File: src/rtl/uart_pkg.sv
// Shared UART definitions: ASCII constants, transmit FSM states and the nibble-to-hex encoder.
// Kept generic so a receive-side command parser can reuse it.
package uart_pkg;

  localparam logic [7:0] ASCII_CR = 8'h0D;
  localparam logic [7:0] ASCII_LF = 8'h0A;
  localparam logic [7:0] ASCII_0  = 8'h30;

  typedef enum logic [2:0] {S_IDLE, S_LOAD, S_FRAME, S_NEXT, S_DONE} state_e;

  function automatic logic [7:0] hex_to_ascii(input logic [3:0] nibble, input logic upper);
    if (nibble < 4'd10) return ASCII_0 + {4'h0, nibble};
    return (upper ? 8'h37 : 8'h57) + {4'h0, nibble};
  endfunction

endpackage

File: src/rtl/uart_hex_tx_if.sv
// Request/status bundle between the hash core (master) and the hex transmitter (slave).
interface uart_hex_tx_if #(parameter int DIGEST_W = 256);
  logic                Start;
  logic [DIGEST_W-1:0] Digest;
  logic                Busy;
  logic                TxOut;
  logic                TxDone;

  modport master (output Start, Digest, input Busy, TxOut, TxDone);
  modport slave  (input Start, Digest, output Busy, TxOut, TxDone);
endinterface

File: src/rtl/uart_byte_frame.sv
// Serialises one byte as start bit, 8 data bits LSB first and STOP_BITS stop bits.
// Baud counter restarts on every Load so the start bit is always a full DIV cycles.
module uart_byte_frame #(
  parameter int DIV       = 16,
  parameter int STOP_BITS = 1
) (
  input  logic       Clk,
  input  logic       Reset,
  input  logic       Load,
  input  logic [7:0] Data,
  output logic       TxOut,
  output logic       FrameDone
);
  localparam int NBITS = 9 + STOP_BITS;
  localparam int BW    = (DIV > 1) ? $clog2(DIV) : 1;

  logic [NBITS-1:0] sr_q;
  logic [3:0]       bit_q;
  logic [BW-1:0]    baud_q;
  logic             active_q;
  logic             bit_end;

  assign bit_end   = (baud_q == BW'(DIV - 1));
  // Asserted during the final cycle of the last stop bit so the next Load can follow after one idle cycle.
  assign FrameDone = active_q && bit_end && (bit_q == 4'(NBITS - 1));
  assign TxOut     = active_q ? sr_q[0] : 1'b1;

  always_ff @(posedge Clk) begin
    if (!Reset) begin
      sr_q     <= '1;
      bit_q    <= '0;
      baud_q   <= '0;
      active_q <= 1'b0;
    end else if (Load) begin
      sr_q     <= {{STOP_BITS{1'b1}}, Data, 1'b0};
      bit_q    <= '0;
      baud_q   <= '0;
      active_q <= 1'b1;
    end else if (active_q) begin
      if (bit_end) begin
        baud_q <= '0;
        if (bit_q == 4'(NBITS - 1)) begin
          active_q <= 1'b0;
        end else begin
          bit_q <= bit_q + 4'd1;
          sr_q  <= {1'b1, sr_q[NBITS-1:1]};
        end
      end else begin
        baud_q <= baud_q + 1'b1;
      end
    end
  end

endmodule

File: src/rtl/uart_hex_tx.sv
// Sends a latched DIGEST_W-bit hash as ASCII hex, MSB nibble first, plus optional CR/LF.
// FSM sequences bytes; uart_byte_frame handles the bit timing.
module uart_hex_tx
  import uart_pkg::*;
#(
  parameter int DIGEST_W  = 256,
  parameter int CLK_HZ    = 50_000_000,
  parameter int BAUD      = 115200,
  parameter int UPPERCASE = 1,
  parameter int EOL_MODE  = 2,
  parameter int STOP_BITS = 1
) (
  input  logic          Clk,
  input  logic          Reset,
  uart_hex_tx_if.slave  bus
);
  localparam int         DIV  = (CLK_HZ + BAUD / 2) / BAUD;
  localparam int         NNIB = DIGEST_W / 4;
  localparam int         NW   = $clog2(NNIB + 1);
  localparam logic [1:0] NEOL = (EOL_MODE == 2) ? 2'd2 : (EOL_MODE == 1) ? 2'd1 : 2'd0;

  state_e              state_q, state_d;
  logic [DIGEST_W-1:0] dig_q, dig_d;
  logic [NW-1:0]       nib_q, nib_d;
  logic [1:0]          eol_q, eol_d;
  logic [7:0]          byte_q, byte_d;
  logic                load_q, load_d;
  logic                frame_done;

  // Digest nibbles first; once exhausted the remaining EOL count picks CR (2 left) or LF (1 left).
  function automatic logic [7:0] pick(input logic [NW-1:0] nib, input logic [1:0] eol,
                                      input logic [3:0] top);
    if (nib != '0)     return hex_to_ascii(top, UPPERCASE != 0);
    if (eol == 2'd2)   return ASCII_CR;
    return ASCII_LF;
  endfunction

  always_comb begin
    state_d = state_q;
    dig_d   = dig_q;
    nib_d   = nib_q;
    eol_d   = eol_q;
    byte_d  = byte_q;
    load_d  = 1'b0;
    case (state_q)
      S_IDLE: if (bus.Start) begin
        dig_d   = bus.Digest;
        nib_d   = NW'(NNIB);
        eol_d   = NEOL;
        state_d = S_LOAD;
      end
      S_LOAD: begin
        byte_d  = pick(nib_q, eol_q, dig_q[DIGEST_W-1 -: 4]);
        load_d  = 1'b1;
        state_d = S_FRAME;
      end
      S_FRAME: if (frame_done) begin
        if (nib_q != '0) begin
          dig_d = dig_q << 4;
          nib_d = nib_q - 1'b1;
        end else if (eol_q != 2'd0) begin
          eol_d = eol_q - 2'd1;
        end
        // The next byte is registered here so the framer starts it after exactly one idle cycle.
        if (nib_d != '0 || eol_d != 2'd0) begin
          byte_d  = pick(nib_d, eol_d, dig_d[DIGEST_W-1 -: 4]);
          load_d  = 1'b1;
          state_d = S_NEXT;
        end else begin
          state_d = S_DONE;
        end
      end
      S_NEXT:  state_d = S_FRAME;
      S_DONE:  state_d = S_IDLE;
      default: state_d = S_IDLE;
    endcase
  end

  always_ff @(posedge Clk) begin
    if (!Reset) begin
      state_q <= S_IDLE;
      dig_q   <= '0;
      nib_q   <= '0;
      eol_q   <= '0;
      byte_q  <= '0;
      load_q  <= 1'b0;
    end else begin
      state_q <= state_d;
      dig_q   <= dig_d;
      nib_q   <= nib_d;
      eol_q   <= eol_d;
      byte_q  <= byte_d;
      load_q  <= load_d;
    end
  end

  assign bus.Busy   = (state_q != S_IDLE);
  assign bus.TxDone = (state_q == S_DONE);

  uart_byte_frame #(.DIV(DIV), .STOP_BITS(STOP_BITS)) u_frame (
    .Clk       (Clk),
    .Reset     (Reset),
    .Load      (load_q),
    .Data      (byte_q),
    .TxOut     (bus.TxOut),
    .FrameDone (frame_done)
  );

endmodule

File: src/flat_wrapper.sv
// flat-port wrapper written by rule: the top's interface ports become plain ports
module uart_hex_tx_flat import uart_pkg::*;
#(
  parameter int DIGEST_W  = 256,
  parameter int CLK_HZ    = 50_000_000,
  parameter int BAUD      = 115200,
  parameter int UPPERCASE = 1,
  parameter int EOL_MODE  = 2,
  parameter int STOP_BITS = 1
)
  (Clk, Reset, bus_Start, bus_Digest, bus_Busy, bus_TxOut, bus_TxDone);
  uart_hex_tx_if #(.DIGEST_W(DIGEST_W)) bus_i ();
  input  logic Clk;
  input  logic Reset;
  input wire logic [$bits(bus_i.Start)-1:0] bus_Start;
  input wire logic [$bits(bus_i.Digest)-1:0] bus_Digest;
  output wire logic [$bits(bus_i.Busy)-1:0] bus_Busy;
  output wire logic [$bits(bus_i.TxOut)-1:0] bus_TxOut;
  output wire logic [$bits(bus_i.TxDone)-1:0] bus_TxDone;
  assign bus_i.Start = bus_Start;
  assign bus_i.Digest = bus_Digest;
  assign bus_Busy = bus_i.Busy;
  assign bus_TxOut = bus_i.TxOut;
  assign bus_TxDone = bus_i.TxDone;
  uart_hex_tx #(.DIGEST_W(DIGEST_W), .CLK_HZ(CLK_HZ), .BAUD(BAUD), .UPPERCASE(UPPERCASE), .EOL_MODE(EOL_MODE), .STOP_BITS(STOP_BITS)) u_core (.Clk(Clk), .Reset(Reset), .bus(bus_i));
endmodule
File: config.mk
export PLATFORM = sky130hd
export DESIGN_NAME = uart_hex_tx_flat
export DESIGN_NICKNAME = d
export VERILOG_FILES = /design/src/rtl/uart_pkg.sv /design/src/rtl/uart_hex_tx_if.sv /design/src/rtl/uart_byte_frame.sv /design/src/rtl/uart_hex_tx.sv /design/src/flat_wrapper.sv
export SDC_FILE = /design/constraint.sdc
export NUM_CORES = 1
export LEC_CHECK = 0
export CAP_MARGIN = 40
export CORE_MARGIN = 2
export CORE_UTILIZATION = 30
export CTS_CLUSTER_DIAMETER = 150
export DETAILED_ROUTE_END_ITERATION = 8
export PLACE_DENSITY = 0.57
export SETUP_SLACK_MARGIN = 0.1
export SLEW_MARGIN = 20
export SYNTH_ARGS = -nofsm -noshare
export SYNTH_HDL_FRONTEND = slang
export SYNTH_SLANG_ARGS = --single-unit
File: constraint.sdc
create_clock -name Clk -period 2.3 [get_ports Clk]
set_input_delay 0.46 -clock Clk [delete_from_list [all_inputs] [get_ports Clk]]
set_output_delay 0.46 -clock Clk [all_outputs]
set_load 0.01 [all_outputs]
==> reports/qor.csv, run 1 <==
stage,metric,value,unit
drt,wire per inst,17.5,um
synth,area share of the largest cell type after synthesis,38.7,%
grt,first-pass GRT wire length,73500,um
finish,Register Area,5990,sq um
finish,antenna diode count,0,
floorplanning,Die ar.,53400,sq um
timing,fin crit share,101,%
synth,synth warn,0,
clock_tree,CTS buffer count,37,
timing,actual slew at the worst max-slew pin,0.488,ns
worst_setup_path,slowest CP cell,or4b_4,
drt,vias post-DR,14000,
place,post-placement cell area,19300,sq um
finish,"commonest cells after routing, fill and taps aside","dfxtp_1, nand2_1, nand3_1",
timing,"Setup violations, final",3,
worst_setup_path,Worst Setup End Kind,flip-flop,
clock_tree,clock buffer depth,3,
synth,post-synthesis async set-or-reset flop share,0,%
worst_setup_path,kind of critical path,flip-flop to flip-flop,
drt,Vias per Instance,5.17,
floorplanning,row count,83,
floorplanning,area of the core,51100,sq um
synth,Post-Syn Area,15500,sq um
clock_tree,clk_lat worst skew,0.55,ns
timing,Clock Skews,0.0229,ns
clock_tree,CTS tree,built,
timing,setup ws final,-0.0147,ns
clock_tree,"CTS clk-pin slew, worst paths",0.06,ns
clock_tree,CTS sink cnt,299,
floorplanning,IO Count,262,
grt,gr ovfl total,0,
worst_setup_path,crit path buf inv count,5,
place,RD Place Congestion,0.792,
worst_setup_path,arrival time at the worst endpoint,2.78,ns
drt,TritonRoute pass-1 iters,5,
synth,"EDFF count, synth",0,
synth,"area leader, netlist",dfxtp_1,
worst_setup_path,CP most frequent cell,buf_4,
worst_setup_path,Critical Path Max Stage Delay,0.50,ns
timing,final hold violations,0,
drt,post-route DRC violation count,0,
clock_tree,CTS HTree Levels,2,
status,status,finished with violations,
grt,GRT Total Usage,16.8,%
flow_run,number of max-cap violations,0,
timing,relative max-transition margin,67.4,%
worst_setup_path,critical path peak fanout,8,
finish,Layout Nets,2276,
finish,post-route cell area,22100,sq um
finish,Non-Filler Instances,2716,
place,DP Wirelength,30100,um
drt,DRT antenna net count,0,
finish,synthesis-to-finish area growth,43.1,%
finish,utilization after layout,43.3,%
timing,Max Freq,0.432,GHz
floorplanning,Die X,231,um
grt,initial antenna violation count,0,
synth,Cells after Synth,1742,
place,number of I/O port buffers,261,
drt,Starting DRT DRC Count,937,
synth,top_reg_cell synth,dfxtp_1,
power,worst vdd ir,0.377,mV
synth,Yosys reg bits,299,
grt,vias in the first global route,13800,
worst_hold_path,HP Class,flip-flop to flip-flop,
finish,"commonest non-fill, non-tap cell in the layout",dfxtp_1,
synth,Post-Syn Nets,2009,
grt,largest net degree at the start of global routing,99,
synth,top area cells in the synthesized netlist,"dfxtp_1, a311oi_2, nand3_1, nand2_1, nor2_1",
drt,total routed wirelength,47400,um
finish,FILL cells,4868,
synth,Synth cell types,57,
synth,"Avg Cell Area, Syn",8.88,sq um
timing,unrepaired setup endpoints after global routing,yes,
worst_setup_path,crit-path cells,"inv_2, ha_4, or4b_4, nor2_8, nor4_4, o21a_4, buf_12, buf_4, buf_8, buf_4, a311oi_2",
finish,area of the multi-input gates,9170,sq um
worst_setup_path,CP top delay family,simple AND/OR/NAND/NOR gates,
worst_setup_path,CP required,2.76,ns
power,Pwr Density,693,nW/um^2
floorplanning,Initial Utilization,30.3,%
power,P_leak,7.83,nW
worst_setup_path,CP startpoint kind,flip-flop,
timing,final critical-path required period,2.31,ns
synth,"Seq/Total Area, Yosys",38.7,%
timing,Sum Neg Setup Slack,-0.0203,ns
status,failing checks,setup timing,
clock_tree,CTS root buf,clkbuf_16,
finish,layout cells sized above 1,30.7,%
clock_tree,hold_buf cts,0,
timing,"Slew Viols, Final",0,
place,Placed Instances,2608,
floorplanning,Die Ht,231,um
## final cells by class
cell class / instances / area share, %
multi-input combinational: 1249 / 41.4
timing repair buffer: 409 / 21.9
sequential: 299 / 27.1
tap: 680 / 3.84
clock inverter: 9 / 0.497
clock buffer: 57 / 5.07
inverter: 13 / 0.254
## sequential cells by signal, summed over array words and instances, names as in the netlist
register	count
u_core.nib_q	7
u_core.u_frame.active_q	1
u_core.dig_q	256
u_core.byte_q	7
u_core.u_frame.baud_q	9
u_core.u_frame.bit_q	4
u_core.load_q	1
u_core.state_q	3
u_core.eol_q	2
u_core.u_frame.sr_q	9
## per-layer routing
layer  vias to the layer above  global-route usage, %  routed length [um]
met2                       318                   27.5               22800
met1                      6785                   22.9               21700
met5                         -                      0                   0
met3                        63                   2.37                1920
met4                         0                   5.20                1010
li1                       6874                      -                   -
## worst register-to-register path, cell delays in order (launching register included)
cell and delay, ns:
dfxtp_2 0.32, inv_2 0.08, ha_4 0.13, or4b_4 0.50
nor2_8 0.12, nor4_4 0.05, o21a_4 0.27, buf_12 0.19
buf_4 0.15, buf_8 0.13, buf_4 0.13, a311oi_2 0.17
## kinds of logic after synthesis
logic type               synth area share [%]
AO/OA/AOI/OAI                            27.8
XOR/XNOR                                0.849
adder cells (fa/ha/maj)                 0.647
buffers and inverters                    6.42
flip-flops                               38.7
multiplexers                             1.10
AND/OR/NAND/NOR                          24.5
## path summary, 6_finish.rpt
path                  endpoint  cells past startpoint  slack, ns              start
max reg2reg  u_core.dig_q[186]                     11      -0.01    u_core.nib_q[0]
max          u_core.dig_q[186]                     11      -0.01    u_core.nib_q[0]
min reg2reg  u_core.state_q[1]                      1       0.45  u_core.state_q[2]
min          u_core.state_q[1]                      1       0.45  u_core.state_q[2]
## Yosys cell counts, drive strengths merged, types with 4 or more instances
cell type  number
inv            13
nor3           12
nand4           8
and3            4
clkbuf        118
o21ai          22
nor2          281
mux2i           8
nand3         265
xor2            9
mux2            8
a311oi        250
ha              8
a21oi          36
nand2b          4
buf            63
nand2         283
dfxtp         299
xnor2           6
## timing repair
item,CTS,global route
gates cloned,6,18
gates resized for setup,136,99
endpoints found under the hold margin,0,0
setup endpoints to repair,259,276
pin swaps,10,107
buffers inserted,10,8
## through the flow
stage	worst slack (ns)	hold slack, ns	power, mW
5_1_grt	-0.109	0.475	16.0
2_1_floorplan	0.0607	0.432	7.88
4_1_cts	-0.0332	0.449	15.2
6_report	-0.0147	0.450	15.3
3_5_place_dp	-0.195	0.448	8.92
3_3_place_gp	-0.0868	0.445	8.86
## power breakdown
| group | total [mW] | switching, mW | internal [mW] |
|---|---|---|---|
| clock | 5.93 | 2.33 | 3.59 |
| sequential | 5.96 | 0.313 | 5.64 |
| combinational | 3.46 | 1.75 | 1.71 |
| total | 15.3 | 4.40 | 10.9 |
No activity file was read; power rests on OpenSTA's default activity.
==> run 2, diff against run 1 <==
CELL_PAD_IN_SITES_DETAIL_PLACEMENT = 1   (was not set)
CELL_PAD_IN_SITES_GLOBAL_PLACEMENT = 1   (was not set)
PLACE_DENSITY = 0.63   (was 0.57)
==> run 2 against run 1 <==
Net effect: critical path type unchanged; clock-buffer cell count down 1; global-route usage up 3.2 points; worst setup slack worse by 0.068 ns; the flow still finishes with violations (setup timing); sequential power up 1%; cell count up 0.70%.
==> reports/qor.csv, run 2 (same netlist as run 1, synthesis figures left out) <==
stage,metric,value,unit,change
worst_setup_path,kind of critical path,flip-flop to flip-flop,,
flow_run,number of max-cap violations,0,,unchanged
clock_tree,CTS tree,built,,
place,Placed Instances,2604,,-0.15%
grt,gr ovfl total,0,,unchanged
power,worst vdd ir,0.506,mV,+34%
finish,FILL cells,5658,,+16%
finish,post-route cell area,23200,sq um,+4.7%
floorplanning,Die Ht,231,um,unchanged
timing,"Setup violations, final",68,,+65
clock_tree,CTS root buf,clkbuf_16,,
timing,Max Freq,0.420,GHz,-2.9%
clock_tree,CTS buffer count,38,,+2.7%
power,clock network power share,37.8,%,-0.8 points
timing,relative max-transition margin,71.1,%,+3.7 points
worst_setup_path,critical path peak fanout,9,,+1
drt,vias post-DR,14400,,+2.8%
clock_tree,CTS sink cnt,299,,unchanged
floorplanning,IO Count,262,,unchanged
power,combinational power share,24.6,%,+2.1 points
worst_setup_path,Critical Path Max Stage Delay,0.46,ns,-0.04 ns
floorplanning,Initial Utilization,30.3,%,unchanged
worst_setup_path,CP top delay family,buffers and inverters,,
clock_tree,clock buffer depth,3,,unchanged
drt,TritonRoute pass-1 iters,4,,-1
finish,layout cells sized above 1,36.8,%,+6.1 points
finish,area of the multi-input gates,9580,sq um,+4.5%
floorplanning,row count,83,,unchanged
place,DP Wirelength,33700,um,+12%
timing,setup ws final,-0.0832,ns,-0.0685 ns
timing,final hold violations,0,,unchanged
grt,initial antenna violation count,0,,unchanged
status,failing checks,setup timing,,
finish,"commonest cells after routing, fill and taps aside","dfxtp_1, nand2_1, nand3_1",,
clock_tree,"CTS clk-pin slew, worst paths",0.06,ns,about the same
timing,actual slew at the worst max-slew pin,0.433,ns,-0.0545 ns
timing,unrepaired setup endpoints after global routing,yes,,
finish,synthesis-to-finish area growth,49.9,%,
timing,"Slew Viols, Final",0,,unchanged
drt,DRT antenna net count,0,,unchanged
floorplanning,Die ar.,53400,sq um,unchanged
floorplanning,Die X,231,um,unchanged
grt,vias in the first global route,15600,,+13%
worst_setup_path,r2r setup slk,-0.08,ns,-0.07 ns
power,P_leak,8.20,nW,+4.7%
timing,Clock Skews,0.0232,ns,+0.000287 ns
clock_tree,CTS HTree Levels,2,,unchanged
worst_hold_path,HP Class,flip-flop to flip-flop,,
floorplanning,area of the core,51100,sq um,unchanged
worst_setup_path,arrival time at the worst endpoint,2.83,ns,+0.05 ns
finish,utilization after layout,45.4,%,+2.1 points
status,status,finished with violations,,
power,switching pwr,4.67,mW,+6.2%
place,post-placement cell area,19300,sq um,+0.10%
finish,Non-Filler Instances,2735,,+0.70%
place,RD Place Congestion,0.804,,+1.6%
drt,post-route DRC violation count,0,,unchanged
finish,max reg flops,256,,unchanged
worst_setup_path,slowest CP cell,or4b_4,,
place,number of I/O port buffers,261,,unchanged
grt,GRT Total Usage,20.0,%,+3.2 points
finish,Layout Nets,2299,,+1.0%
drt,total routed wirelength,54600,um,+15%
power,P_int,11.4,mW,+3.8%
drt,Vias per Instance,5.28,,+2.1%
finish,"commonest non-fill, non-tap cell in the layout",dfxtp_1,,
finish,antenna diode count,0,,unchanged
worst_setup_path,crit-path cells,"inv_2, ha_4, or4b_4, buf_8, nor2_8, nor4_4, o21a_4, buf_12, buf_8, buf_12, buf_16, a311oi_2",,
worst_setup_path,CP required,2.75,ns,about the same
power,Switching Share,29.2,%,+0.48 points
worst_setup_path,CP startpoint kind,flip-flop,,
finish,Biggest register,u_core.dig_q,,
timing,final critical-path required period,2.38,ns,+0.0685 ns
timing,fin crit share,104,%,+3.0 points
drt,wire per inst,20.0,um,+14%
grt,largest net degree at the start of global routing,87,,-12%
finish,largest registers,"u_core.dig_q (256), u_core.u_frame.baud_q (9), u_core.u_frame.sr_q (9)",,
clock_tree,clk_lat worst skew,0.56,ns,about the same
timing,final hold slack,0.459,ns,+0.00863 ns
power,Pwr Density,691,nW/um^2,-0.26%
drt,Starting DRT DRC Count,711,,-24%
grt,first-pass GRT wire length,85800,um,+17%
power,Flop pwr share,37.6,%,-1.2 points
worst_setup_path,Worst Setup End Kind,flip-flop,,
finish,Register Area,5990,sq um,about the same
worst_setup_path,crit path buf inv count,6,,+1
-- run 2: path summary, 6_finish.rpt --
kind | cells past startpoint | start | end
worst min register to register | 2 | u_core.dig_q[252] | u_core.dig_q[252]
worst min-delay path | 2 | u_core.dig_q[252] | u_core.dig_q[252]
worst max-delay path | 12 | u_core.nib_q[0] | u_core.dig_q[232]
worst max register to register | 12 | u_core.nib_q[0] | u_core.dig_q[232]
-- run 2: routing by layer --
metal | GRT usage (%) | wire length, um
met5 | 0 | 0
met4 | 5.93 | 1120
met3 | 2.61 | 1630
met2 | 34.9 | 27100
met1 | 25.7 | 24800
-- run 2: area by class of cell --
| type | count | area share (%) |
|---|---|---|
| well taps | 680 | 3.67 |
| repair buffers | 431 | 23.6 |
| inverters | 13 | 0.243 |
| clock inverters | 7 | 0.491 |
| clock buffers | 56 | 4.87 |
| multi-input cells | 1249 | 41.3 |
| flip-flops and latches | 299 | 25.8 |
-- run 2: power by group through the flow --
stage	Combinational, mW	Clock [mW]	Sequential, mW
floorplan	1.95	0	5.93
global placement	2.91	0	6.01
detailed placement	2.98	0	6.02
CTS	3.78	6.23	5.99
global route	4.23	6.44	6.08
finish	3.94	6.06	6.03
-- run 2: stage by stage --
step	total power [mW]	setup WS [ns]	setup TNS [ns]
after detailed placement	9.01	-0.0922	-5.68
final	16.0	-0.0832	-1.32
after global routing	16.7	-0.156	-17.20
after floorplan	7.88	0.0607	0
after CTS	16.0	-0.0685	-1.34
after global placement	8.92	-0.0334	-0.766
-- run 2: repair_timing --
item,in CTS,in global routing
buffers inserted,24,4
setup endpoints to repair,261,278
resized for setup,308,90
cloned,34,9
hold buffers,0,0
pin swaps,21,15
-- run 2: worst min-delay path: cells and delay by family (launching register included) --
kind            cells  cell delay, ns
compound gates      1            0.05
flops               1            0.31
simple gates        1            0.05
==> run 3, diff against run 2 <==
PLACE_DENSITY = not set   (was 0.63)
PLACE_DENSITY_LB_ADDON = 0.1   (was not set)
==> run 3 against run 2 <==
Net effect: combinational power down 5.3%; global-route usage down 0.60 points; hold slack better by 0.0053 ns; largest power group unchanged; largest cell class unchanged; die area unchanged; worst setup slack better by 0.036 ns; maximum frequency up 1.5%; register-to-register slack better by 0.04 ns; the run still ends with setup timing left; utilization down 0.95 points.
==> reports/qor.csv, run 3 (same netlist as run 1, synthesis figures left out) <==
stage,metric,value,unit,change
finish,post-route cell area,22700,sq um,-2.1%
clock_tree,clock buffer depth,3,,unchanged
grt,vias in the first global route,14900,,-4.6%
timing,actual slew at the worst max-slew pin,0.509,ns,+0.0759 ns
finish,antenna diode count,0,,unchanged
clock_tree,hold_buf cts,0,,unchanged
timing,relative max-transition margin,66.1,%,-5.1 points
clock_tree,CTS buffer count,38,,unchanged
worst_setup_path,crit path buf inv count,3,,-3
status,failing checks,setup timing,,
worst_setup_path,crit-path cells,"inv_4, ha_4, or4b_4, nor2_8, buf_6, buf_6, o41ai_4, a21oi_4, or2_4, o221a_1",,
drt,TritonRoute pass-1 iters,4,,unchanged
timing,Clock Skews,0.0327,ns,+0.00952 ns
timing,"Setup violations, final",3,,-96%
power,Pwr Density,707,nW/um^2,+2.4%
floorplanning,Die Ht,231,um,unchanged
clock_tree,CTS root buf,clkbuf_16,,
worst_setup_path,CP required,2.73,ns,-0.02 ns
drt,Vias per Instance,5.22,,-1.0%
worst_setup_path,arrival time at the worst endpoint,2.77,ns,-0.06 ns
finish,synthesis-to-finish area growth,46.8,%,
place,DP Wirelength,34000,um,+0.98%
finish,"commonest cells after routing, fill and taps aside","dfxtp_1, nand2_1, clkdlybuf4s50_1",,
worst_setup_path,CP most frequent cell,buf_6,,
floorplanning,area of the core,51100,sq um,unchanged
timing,unrepaired setup endpoints after global routing,yes,,
clock_tree,CTS tree,built,,
timing,final critical-path required period,2.35,ns,-0.0360 ns
floorplanning,Initial Utilization,30.3,%,unchanged
timing,"Slew Viols, Final",0,,unchanged
clock_tree,CTS sink cnt,299,,unchanged
worst_setup_path,CP startpoint kind,flip-flop,,
drt,wire per inst,20.4,um,+2.1%
power,worst vdd ir,0.422,mV,-17%
grt,first-pass GRT wire length,83300,um,-2.9%
power,P_leak,8.05,nW,-1.9%
drt,total routed wirelength,55800,um,+2.2%
place,post-placement cell area,19200,sq um,-0.36%
finish,utilization after layout,44.4,%,-0.95 points
worst_setup_path,critical path peak fanout,5,,-4
flow_run,number of max-cap violations,0,,unchanged
grt,largest net degree at the start of global routing,112,,+29%
status,status,finished with violations,,
floorplanning,Die ar.,53400,sq um,unchanged
worst_setup_path,slowest CP cell,o41ai_4,,
finish,layout cells sized above 1,34.3,%,-2.5 points
floorplanning,row count,83,,unchanged
worst_setup_path,Worst Setup End Kind,flip-flop,,
clock_tree,clk_lat worst skew,0.56,ns,about the same
grt,initial antenna violation count,0,,unchanged
drt,post-route DRC violation count,0,,unchanged
worst_setup_path,kind of critical path,flip-flop to flip-flop,,
place,RD Place Congestion,0.783,,-2.6%
worst_setup_path,Critical Path Max Stage Delay,0.50,ns,+0.04 ns
finish,largest registers,"u_core.dig_q (256), u_core.u_frame.baud_q (9), u_core.u_frame.sr_q (9)",,
finish,max reg flops,256,,unchanged
place,number of I/O port buffers,261,,unchanged
timing,Max Freq,0.426,GHz,+1.5%
grt,gr ovfl total,0,,unchanged
timing,final hold violations,0,,unchanged
drt,DRT antenna net count,0,,unchanged
drt,vias post-DR,14300,,-0.98%
timing,setup ws final,-0.0472,ns,+0.0360 ns
finish,Layout Nets,2295,,-0.17%
worst_setup_path,CP top delay family,compound AO/OA/AOI/OAI gates,,
clock_tree,CTS HTree Levels,2,,unchanged
drt,Starting DRT DRC Count,601,,-15%
grt,GRT Total Usage,19.4,%,-0.60 points
timing,fin crit share,102,%,-1.6 points
finish,Biggest register,u_core.dig_q,,
floorplanning,IO Count,262,,unchanged
clock_tree,"CTS clk-pin slew, worst paths",0.06,ns,about the same
finish,"commonest non-fill, non-tap cell in the layout",dfxtp_1,,
floorplanning,Die X,231,um,unchanged
worst_hold_path,HP Class,flip-flop to flip-flop,,
run 3: cell count changes in the layout (fill, tap and decap cells not counted), moves of 6 or more:
cell and change:
nor2_4 -36, clkbuf_16 +6, nor2_2 -35, buf_8 -8, buf_4 +11, buf_12 -8
buf_16 -12, nor2_1 +71, buf_6 +8
run 3: layer usage:
layer	wire length [um]	part of all wire [%]	global-route usage, %
met2	27000	48	32.7
met3	1590	2.9	2.68
met5	0	0	0
met4	1140	2.0	5.85
met1	26100	47	25.8
run 3: stage by stage:
stage | hold slack, ns | power, mW | cells | setup slack (ns) | setup TNS (ns)
2_1_floorplan | 0.432 | 7.88 | 1742 | 0.0607 | 0
3_3_place_gp | 0.445 | 8.92 | 2598 | -0.0946 | -0.370
3_5_place_dp | 0.459 | 9.00 | 2598 | -0.135 | -7.48
4_1_cts | 0.461 | 16.0 | 2707 | -0.0179 | -0.0341
5_1_grt | 0.488 | 16.8 | 2737 | -0.0989 | -1.74
6_report | 0.464 | 16.1 | 2737 | -0.0472 | -0.0822
run 3: worst paths after layout:
path / start / to / slack, ns / depth (start not counted)
worst max register to register: u_core.nib_q[0] / u_core.byte_q[0] / -0.05 / 10
worst min-delay path: u_core.dig_q[0] / u_core.dig_q[0] / 0.46 / 2
worst max-delay path: u_core.nib_q[0] / u_core.byte_q[0] / -0.05 / 10
worst min register to register: u_core.dig_q[0] / u_core.dig_q[0] / 0.46 / 2
run 3: power by group:
part           switching [mW]  internal [mW]  leakage [nW]  total, mW
combinational            1.90           1.83          4.92       3.73
sequential              0.333           5.64          2.47       5.98
clock                    2.42           3.94         0.649       6.35
run 3: layout make-up:
class | instances | area [sq um]
clock buffer | 57 | 1120
clock inverter | 12 | 189
fill | 5721 | 28400
inverter | 13 | 61.3
multi-input combinational | 1249 | 9340
sequential | 299 | 6000
tap | 680 | 851
timing repair buffer | 427 | 5150
run 3: what timing repair did:
item,4_1_cts,5_1_grt
pin swaps,37,17
cloned,17,19
buffers inserted,23,13
endpoints found under the setup margin,266,265
resized for setup,219,71
run 3: tightest hold or removal path, stage by stage, from the launching register on:
cell     delay, ns
dfxtp_1       0.31
nand2_1       0.05
a21oi_1       0.05
